File: config.mk
export PLATFORM = sky130hd
export DESIGN_NAME = ahb2apb_bridge_px_flat
export DESIGN_NICKNAME = d
export VERILOG_FILES = /design/src/rtl/ahb2apb_bridge_px_if.sv /design/src/rtl/ahb2apb_bridge_px.sv /design/src/flat_wrapper.sv
export SDC_FILE = /design/constraint.sdc
export NUM_CORES = 1
export LEC_CHECK = 0
export ABC_AREA = 1
export CAP_MARGIN = 20
export CORE_ASPECT_RATIO = 1.1
export CORE_MARGIN = 10
export CORE_UTILIZATION = 30
export DETAILED_ROUTE_END_ITERATION = 16
export GPL_TIMING_DRIVEN = 0
export HOLD_SLACK_MARGIN = 0.15
export PLACE_DENSITY = 0.61
export SLEW_MARGIN = 20
export SYNTH_ARGS = -nofsm -noshare
export SYNTH_HDL_FRONTEND = slang
export SYNTH_SLANG_ARGS = --single-unit
File: constraint.sdc
create_clock -name Hclk -period 2.1 [get_ports Hclk]
set_clock_uncertainty 0.05 [all_clocks]
set_input_delay 0.63 -clock Hclk [delete_from_list [all_inputs] [get_ports Hclk]]
set_output_delay 0.63 -clock Hclk [all_outputs]
set_load 0.005 [all_outputs]
File: src/rtl/ahb2apb_bridge_px_if.sv
// Bus bundle for the AHB-Lite to APB bridge: AHB address/data phase plus the APB requester side.
// The bridge uses the slave modport; whoever drives AHB and answers on APB uses master.
interface ahb2apb_bridge_px_if #(
   parameter int AW   = 32,
   parameter int DW   = 32,
   parameter int NSLV = 4
);
   logic [1:0]      Htrans;
   logic            Hwrite;
   logic [2:0]      Hsize;
   logic [2:0]      Hburst;
   logic [AW-1:0]   Haddr;
   logic [DW-1:0]   Hwdata;
   logic            Hreadyin;
   logic            Hreadyout;
   logic [1:0]      Hresp;
   logic [DW-1:0]   Hrdata;

   logic [NSLV-1:0] Pselx;
   logic            Penable;
   logic            Pwrite;
   logic [AW-1:0]   Paddr;
   logic [DW-1:0]   Pwdata;
   logic [DW/8-1:0] Pstrb;
   logic [DW-1:0]   Prdata;
   logic            Pready;
   logic            Pslverr;

   modport slave (
      input  Htrans, Hwrite, Hsize, Hburst, Haddr, Hwdata, Hreadyin,
      output Hreadyout, Hresp, Hrdata,
      output Pselx, Penable, Pwrite, Paddr, Pwdata, Pstrb,
      input  Prdata, Pready, Pslverr
   );

   modport master (
      output Htrans, Hwrite, Hsize, Hburst, Haddr, Hwdata, Hreadyin,
      input  Hreadyout, Hresp, Hrdata,
      input  Pselx, Penable, Pwrite, Paddr, Pwdata, Pstrb,
      output Prdata, Pready, Pslverr
   );
endinterface

File: src/rtl/ahb2apb_bridge_px.sv
// AHB-Lite to APB bridge: each accepted AHB beat becomes one APB SETUP/ACCESS transfer,
// with address decode, byte strobes, Pready timeout and a two-cycle AHB ERROR response.
module ahb2apb_bridge_px #(
   parameter int AW      = 32,
   parameter int DW      = 32,
   parameter int NSLV    = 4,
   parameter int SEL_LSB = 12,
   parameter int TIMEOUT = 255
) (
   input logic                Hclk,
   input logic                Hresetn,
   ahb2apb_bridge_px_if.slave bus
);

   localparam int BW = DW / 8;
   localparam int BL = $clog2(BW);
   localparam int SW = (NSLV > 1) ? $clog2(NSLV) : 1;
   localparam int TW = (TIMEOUT > 1) ? $clog2(TIMEOUT + 1) : 1;
   localparam logic [TW-1:0] TLAST = (TIMEOUT > 0) ? TW'(TIMEOUT - 1) : '0;

   localparam logic [2:0] S_IDLE   = 3'd0;
   localparam logic [2:0] S_SETUP  = 3'd1;
   localparam logic [2:0] S_ACCESS = 3'd2;
   localparam logic [2:0] S_ERR1   = 3'd3;
   localparam logic [2:0] S_ERR2   = 3'd4;

   logic [2:0]      state;
   logic [2:0]      nxt;
   logic [TW-1:0]   tcnt;
   logic [NSLV-1:0] sel_q;
   logic [AW-1:0]   paddr_q;
   logic            pwrite_q;
   logic [BW-1:0]   pstrb_q;
   logic [DW-1:0]   pwdata_q;
   logic [DW-1:0]   hrdata_q;

   logic            ready_out;
   logic            accept;
   logic            hit;
   logic            size_ok;
   logic [SW-1:0]   idx;
   logic [AW-1:0]   hi_bits;
   logic [BL-1:0]   boff;
   logic [NSLV-1:0] sel_nxt;
   logic [BW-1:0]   strb_nxt;
   logic            unused_bits;

   // Hburst is ignored (every beat stands alone) and Htrans[1] alone separates NONSEQ/SEQ from IDLE/BUSY.
   assign unused_bits = ^{bus.Hburst, bus.Htrans[0]};

   assign ready_out = (state == S_IDLE) || (state == S_ERR2);
   assign accept    = bus.Hreadyin && ready_out && bus.Htrans[1];

   // Any set address bit above the slave-index field is a decode miss, as is an index past NSLV.
   assign idx     = bus.Haddr[SEL_LSB +: SW];
   assign hi_bits = bus.Haddr >> (SEL_LSB + SW);
   assign hit     = (hi_bits == '0) && (int'(idx) < NSLV);
   assign size_ok = (int'(bus.Hsize) <= BL);
   assign boff    = bus.Haddr[BL-1:0];

   // A byte lane is strobed when it falls in the same size-aligned block as the address.
   always_comb begin
      sel_nxt  = '0;
      strb_nxt = '0;
      for (int i = 0; i < NSLV; i++) begin
         sel_nxt[i] = (int'(idx) == i);
      end
      for (int b = 0; b < BW; b++) begin
         strb_nxt[b] = bus.Hwrite && ((b >> bus.Hsize) == (int'(boff) >> bus.Hsize));
      end
   end

   always_comb begin
      nxt = state;
      case (state)
         S_IDLE, S_ERR2: begin
            if (accept) begin
               nxt = (hit && size_ok) ? S_SETUP : S_ERR1;
            end else begin
               nxt = S_IDLE;
            end
         end
         S_SETUP:  nxt = S_ACCESS;
         S_ACCESS: begin
            if (bus.Pready) begin
               nxt = bus.Pslverr ? S_ERR1 : S_IDLE;
            end else if ((TIMEOUT > 0) && (tcnt == TLAST)) begin
               nxt = S_ERR1;
            end
         end
         S_ERR1:   nxt = S_ERR2;
         default:  nxt = S_IDLE;
      endcase
   end

   // Address-phase values are captured on every acceptance; Pwdata is latched at the end of SETUP.
   always_ff @(posedge Hclk or negedge Hresetn) begin
      if (!Hresetn) begin
         state    <= S_IDLE;
         tcnt     <= '0;
         sel_q    <= '0;
         paddr_q  <= '0;
         pwrite_q <= 1'b0;
         pstrb_q  <= '0;
         pwdata_q <= '0;
         hrdata_q <= '0;
      end else begin
         state <= nxt;
         if ((state == S_ACCESS) && (nxt == S_ACCESS)) begin
            tcnt <= tcnt + TW'(1);
         end else begin
            tcnt <= '0;
         end
         if (accept) begin
            paddr_q  <= bus.Haddr;
            pwrite_q <= bus.Hwrite;
            pstrb_q  <= strb_nxt;
            sel_q    <= (hit && size_ok) ? sel_nxt : '0;
         end
         if (state == S_SETUP) begin
            pwdata_q <= bus.Hwdata;
         end
         if ((state == S_ACCESS) && bus.Pready && !bus.Pslverr && !pwrite_q) begin
            hrdata_q <= bus.Prdata;
         end
      end
   end

   // AHB write data only arrives in the SETUP cycle, so it is passed straight through there.
   assign bus.Hreadyout = ready_out;
   assign bus.Hresp     = ((state == S_ERR1) || (state == S_ERR2)) ? 2'b01 : 2'b00;
   assign bus.Hrdata    = hrdata_q;
   assign bus.Pselx     = ((state == S_SETUP) || (state == S_ACCESS)) ? sel_q : '0;
   assign bus.Penable   = (state == S_ACCESS);
   assign bus.Pwrite    = pwrite_q;
   assign bus.Paddr     = paddr_q;
   assign bus.Pstrb     = pstrb_q;
   assign bus.Pwdata    = (state == S_SETUP) ? bus.Hwdata : pwdata_q;

endmodule

File: src/flat_wrapper.sv
// flat-port wrapper written by rule: the top's interface ports become plain ports
module ahb2apb_bridge_px_flat 
#(
   parameter int AW      = 32,
   parameter int DW      = 32,
   parameter int NSLV    = 4,
   parameter int SEL_LSB = 12,
   parameter int TIMEOUT = 255
)
  (Hclk, Hresetn, bus_Htrans, bus_Hwrite, bus_Hsize, bus_Hburst, bus_Haddr, bus_Hwdata, bus_Hreadyin, bus_Hreadyout, bus_Hresp, bus_Hrdata, bus_Pselx, bus_Penable, bus_Pwrite, bus_Paddr, bus_Pwdata, bus_Pstrb, bus_Prdata, bus_Pready, bus_Pslverr);
  ahb2apb_bridge_px_if #(.AW(AW), .DW(DW), .NSLV(NSLV)) bus_i ();
  input logic Hclk;
  input logic Hresetn;
  input wire logic [$bits(bus_i.Htrans)-1:0] bus_Htrans;
  input wire logic [$bits(bus_i.Hwrite)-1:0] bus_Hwrite;
  input wire logic [$bits(bus_i.Hsize)-1:0] bus_Hsize;
  input wire logic [$bits(bus_i.Hburst)-1:0] bus_Hburst;
  input wire logic [$bits(bus_i.Haddr)-1:0] bus_Haddr;
  input wire logic [$bits(bus_i.Hwdata)-1:0] bus_Hwdata;
  input wire logic [$bits(bus_i.Hreadyin)-1:0] bus_Hreadyin;
  output wire logic [$bits(bus_i.Hreadyout)-1:0] bus_Hreadyout;
  output wire logic [$bits(bus_i.Hresp)-1:0] bus_Hresp;
  output wire logic [$bits(bus_i.Hrdata)-1:0] bus_Hrdata;
  output wire logic [$bits(bus_i.Pselx)-1:0] bus_Pselx;
  output wire logic [$bits(bus_i.Penable)-1:0] bus_Penable;
  output wire logic [$bits(bus_i.Pwrite)-1:0] bus_Pwrite;
  output wire logic [$bits(bus_i.Paddr)-1:0] bus_Paddr;
  output wire logic [$bits(bus_i.Pwdata)-1:0] bus_Pwdata;
  output wire logic [$bits(bus_i.Pstrb)-1:0] bus_Pstrb;
  input wire logic [$bits(bus_i.Prdata)-1:0] bus_Prdata;
  input wire logic [$bits(bus_i.Pready)-1:0] bus_Pready;
  input wire logic [$bits(bus_i.Pslverr)-1:0] bus_Pslverr;
  assign bus_i.Htrans = bus_Htrans;
  assign bus_i.Hwrite = bus_Hwrite;
  assign bus_i.Hsize = bus_Hsize;
  assign bus_i.Hburst = bus_Hburst;
  assign bus_i.Haddr = bus_Haddr;
  assign bus_i.Hwdata = bus_Hwdata;
  assign bus_i.Hreadyin = bus_Hreadyin;
  assign bus_Hreadyout = bus_i.Hreadyout;
  assign bus_Hresp = bus_i.Hresp;
  assign bus_Hrdata = bus_i.Hrdata;
  assign bus_Pselx = bus_i.Pselx;
  assign bus_Penable = bus_i.Penable;
  assign bus_Pwrite = bus_i.Pwrite;
  assign bus_Paddr = bus_i.Paddr;
  assign bus_Pwdata = bus_i.Pwdata;
  assign bus_Pstrb = bus_i.Pstrb;
  assign bus_i.Prdata = bus_Prdata;
  assign bus_i.Pready = bus_Pready;
  assign bus_i.Pslverr = bus_Pslverr;
  ahb2apb_bridge_px #(.AW(AW), .DW(DW), .NSLV(NSLV), .SEL_LSB(SEL_LSB), .TIMEOUT(TIMEOUT)) u_core (.Hclk(Hclk), .Hresetn(Hresetn), .bus(bus_i));
endmodule
==> summary.md <==
| Metric | Value |
|---|---|
| Relative slew margins | `56.0%` |
| Worst hold slack after final layout | `173 ps` |
| Routed length per placed instance | `approximately 17 microns` |
| Final Slew Violations | `0` |
| Gate Count Post-Synth | `approximately 410` |
| Post-detailed-route count of antenna-violating nets | `0` |
| Vert. Die Dim | `152 microns` |
| Final nets | `780` |
| Final number of hold-violating endpoints | `0` |
| Number of port buffers | `roughly 210` |
| Largest family of logic cells by synthesized area | `multiplexers` |
| Post-Syn Nets | `526` |
| Overall Global Routing Usage | `14.3%` |
| Cell Area, Placed | `0.00717 sq mm` |
| Element type at the critical path start | `flip-flop` |
| Overall via count from detail_route | `3881` |
| Final WL | `15200 microns` |
| Clock root cell | `sky130_fd_sc_hd__clkbuf_16` |
| Critical path peak fanout | `4` |
| Unrepaired setup endpoints after global routing | `true` |
| Post-route setup TNS | `-10690 ps` |
| Worst setup path endpoint | `bus_Pwdata[0]` |
| Mean instance size in the synthesized netlist | `11.5 sq um` |
| Violation count after the first detailed-route iteration | `89` |
| Final critical-path required period | `about 2500 ps` |
| Final critical-path setup slack | `-395 ps` |
| #FFs+latches synth | `116` |
| Register-to-Register Setup Slack | `240 ps` |
| Count of maximum capacitance violations | `0` |
| Total grt overflow | `0` |
| Area growth, synth to finish | `68.4%` |
| Multiplexer area fraction after synthesis | `17.5%` |
| Final design instance area without fill | `about 0.008 sq mm` |
| Power per cell area | `approximately 1500 mW/mm^2` |
| Peak ir drop on the vdd network | `~550 uV` |
| Via count of the first global-routing pass | `4291` |
| Cell depth of the worst flop-to-flop path | `9` |
| Data arrival at the endpoint of the critical path | `1820 ps` |
| Maximum buffer depth of the clock tree | `2` |
| Worst-case setup slack after placement | `-504 ps` |
| Area enclosed by the die boundary | `0.0213 sq mm` |
| Failing checks | `setup timing` |
| Placement row count | `48` |
| Transition at the pin with the smallest max-transition slack | `between 600 and 700 ps` |
| Starting density of the core | `30.5%` |
| Die Width | `140 microns` |
| Clock slew at the register clock pins of the worst setup and hold paths | `50 ps` |
| CTS Buf Count | `17` |
| Clk_lat worst skew | `420 ps` |
| Number of diodes added for antenna fixing | `0` |
| Run status | `finished, violations left` |
| Crit path kind | `flip-flop to output port` |
| Predominant post-synthesis flop cell | `sky130_fd_sc_hd__dfrtp_1` |
| Vias/cell | `roughly 4.4` |
| Number of distinct standard cells referenced by the synthesized netlist | `26` |
| Post-synthesis share of cell area spent on full adders, half adders and majority gates | `0.525%` |
| Fraction of the mapped netlist area in simple logic gates | `14.5%` |
| Count of clock tree sinks | `116` |
| Portion of the post-synthesis area used by sequential elements | `60.9%` |
| Pin count of the biggest net entering global routing | `71` |
| Post-Synth XOR/XNOR Area | `under 10%` |
| FF-to-FF End | `u_core.bus.Hrdata[11]` |
| Post-synth EDFFs | `0` |
| Proportion of register bits with asynchronous set or reset after synthesis | `100%` |
| Leakage power summed over all cells | `between 3 and 4 nW` |
| Crit. End Element | `output port` |
| Synthesized-area fraction occupied by ao, oa, aoi and oai cells | `~1.8%` |
| Pre-antenna DRT Iters | `5` |
| Detail Placement HPWL | `11300 microns` |
| Critical Path Start | `u_core.state[2]` |
| Total instance count after detailed placement | `828` |
| Core Box Area | `roughly 0.016 sq mm` |
| Highest Clock Rate | `between 0.4 and 0.5 GHz` |
| Required time of the worst setup path | `1420 ps` |
| Netlist area before placement | `0.00476 sq mm` |
| Global-route wire length before repair | `24200 microns` |
| I/O pin count | `219` |
| Final setup violation count | `38` |
| Number of remaining DRC errors | `0` |
| Type of the tightest min-delay check | `input pin to asynchronous set/reset pin` |
| Share of the cycle needed by the critical path after routing | `119%` |
| # H-tree levels | `4` |
| Initial antenna violation count | `0` |
| Layout cells sized above 1 | `26.6%` |
| Synthesis Warnings | `0` |
| Final cell count without fillers | `880` |
| Startpoint of the worst register-to-register path | `u_core.state[0]` |
| Fill cell count | `1397` |
| Final Wtd Congestion | `0.792` |
| CTS tree | `yes` |
-- power breakdown --
part           switching (W)  total (W)  internal, W
clock                0.00100    0.00267      0.00167
combinational        0.00194    0.00534      0.00339
sequential          0.000459    0.00369      0.00323
total                0.00340     0.0117      0.00830
-- Yosys cell counts (2+ instances only) --
master / instances / area [sq um]
sky130_fd_sc_hd__inv_1: 20 / 75.1
sky130_fd_sc_hd__nand2_1: 121 / 454
sky130_fd_sc_hd__dfrtp_1: 116 / 2900
sky130_fd_sc_hd__xnor2_1: 2 / 17.5
sky130_fd_sc_hd__o22ai_1: 3 / 18.8
sky130_fd_sc_hd__mux2_4: 30 / 450
sky130_fd_sc_hd__o21ai_0: 11 / 55.1
sky130_fd_sc_hd__buf_6: 3 / 33.8
sky130_fd_sc_hd__clkbuf_1: 3 / 11.3
sky130_fd_sc_hd__nand3_1: 7 / 35.0
sky130_fd_sc_hd__mux2_2: 34 / 383
sky130_fd_sc_hd__buf_2: 7 / 35.0
sky130_fd_sc_hd__xor2_1: 4 / 35.0
sky130_fd_sc_hd__inv_2: 2 / 7.51
sky130_fd_sc_hd__ha_1: 2 / 25.0
sky130_fd_sc_hd__nor2_1: 39 / 146
-- worst max-delay path: stages (launching register included) --
cell and delay [ps]:
sky130_fd_sc_hd__dfrtp_1 400, sky130_fd_sc_hd__inv_2 90, sky130_fd_sc_hd__nand3_4 100, sky130_fd_sc_hd__buf_12 150
sky130_fd_sc_hd__buf_8 110, sky130_fd_sc_hd__buf_6 120, sky130_fd_sc_hd__mux2_4 310, sky130_fd_sc_hd__buf_6 120
-- cell families (layout without fill, tap and decap cells) --
| kind of cell | Yosys count | in the layout |
|---|---|---|
| buffers and inverters | 36 | 302 |
| DFF | 116 | 116 |
| other | 1 | 1 |
| and+or+nand+nor | 173 | 173 |
| xor gates and xnor gates | 6 | 6 |
| adders and majority gates | 2 | 2 |
| muxes | 64 | 64 |
| AOI/OAI and AO/OA | 16 | 16 |
-- layout by cell type (no fill, tap or decap), types with 2 or more instances in the layout --
cell	n
sky130_fd_sc_hd__buf_2	15
sky130_fd_sc_hd__xor2_1	4
sky130_fd_sc_hd__buf_6	38
sky130_fd_sc_hd__inv_2	5
sky130_fd_sc_hd__nor2_1	37
sky130_fd_sc_hd__o21ai_0	10
sky130_fd_sc_hd__o22ai_1	3
sky130_fd_sc_hd__nand3_4	2
sky130_fd_sc_hd__clkdlybuf4s50_1	173
sky130_fd_sc_hd__inv_1	17
sky130_fd_sc_hd__xnor2_1	2
sky130_fd_sc_hd__nand2_4	2
sky130_fd_sc_hd__buf_4	12
sky130_fd_sc_hd__clkbuf_8	2
sky130_fd_sc_hd__mux2_4	40
sky130_fd_sc_hd__nand2_1	119
sky130_fd_sc_hd__clkbuf_16	17
sky130_fd_sc_hd__mux2_2	24
sky130_fd_sc_hd__buf_12	2
sky130_fd_sc_hd__nor2_4	2
sky130_fd_sc_hd__buf_8	4
sky130_fd_sc_hd__dfrtp_1	115
sky130_fd_sc_hd__nand3_1	6
sky130_fd_sc_hd__clkinvlp_4	3
sky130_fd_sc_hd__clkinv_2	4
sky130_fd_sc_hd__ha_1	2
sky130_fd_sc_hd__clkbuf_1	6
-- registers in the layout, indices dropped and copies added, names as in the netlist --
name and flops:
u_core.bus.Pwrite 1, u_core.bus.Pstrb 4, u_core.pwdata_q 32, u_core.bus.Hrdata 32, u_core.sel_q 4, u_core.state 3
u_core.bus.Paddr 32, u_core.tcnt 8
-- final cells by class --
class                      instances  area, sq um  share of cell area [%]
clock inverter                     9         81.3                    1.01
multi-input combinational        262         1770                    22.1
buffer                            13          103                    1.28
tap                              200          250                    3.12
timing repair buffer             236         2370                    29.5
sequential                       116         2900                    36.2
inverter                          22         82.6                    1.03
clock buffer                      22          464                    5.79
-- layer usage --
layer	GRT usage, %	vias to the layer above	share of wire (%)
met4	5.36	0	1.9
li1	-	1841	-
met2	23.3	152	49
met1	16.0	1864	41
met3	6.64	24	8.5
met5	0	-	0
-- through the flow --
| step | power [W] | util (%) |
|---|---|---|
| after detailed placement | 0.00845 | 45.9 |
| after CTS | 0.0118 | 51.5 |
| after global routing | 0.0124 | 51.4 |
| final | 0.0117 | 51.4 |
| after floorplan | 0.00547 | - |
| after global placement | 0.00836 | 45.8 |
-- worst min-delay path by stage --
| stage | end | from | cells past startpoint |
|---|---|---|---|
| floorplan | u_core.bus.Hrdata[0] | Hresetn | 0 |
| global placement | u_core.bus.Paddr[17] | u_core.bus.Paddr[17] | 2 |
| detailed placement | u_core.bus.Paddr[23] | u_core.bus.Paddr[23] | 2 |
| CTS | u_core.bus.Hrdata[14] | Hresetn | 1 |
| global route | u_core.bus.Hrdata[12] | Hresetn | 1 |
| finish | u_core.bus.Hrdata[14] | Hresetn | 1 |
-- repair_timing --
| action | in CTS | in global routing |
|---|---|---|
| buffers inserted | 16 | 8 |
| endpoints found under the setup margin | 39 | 39 |
| hold buffers | 0 | 0 |
| pin swaps | 3 | 3 |
| gates cloned | 3 | 0 |
| resized for setup | 203 | 28 |
No activity file was read; power rests on OpenSTA's default activity.
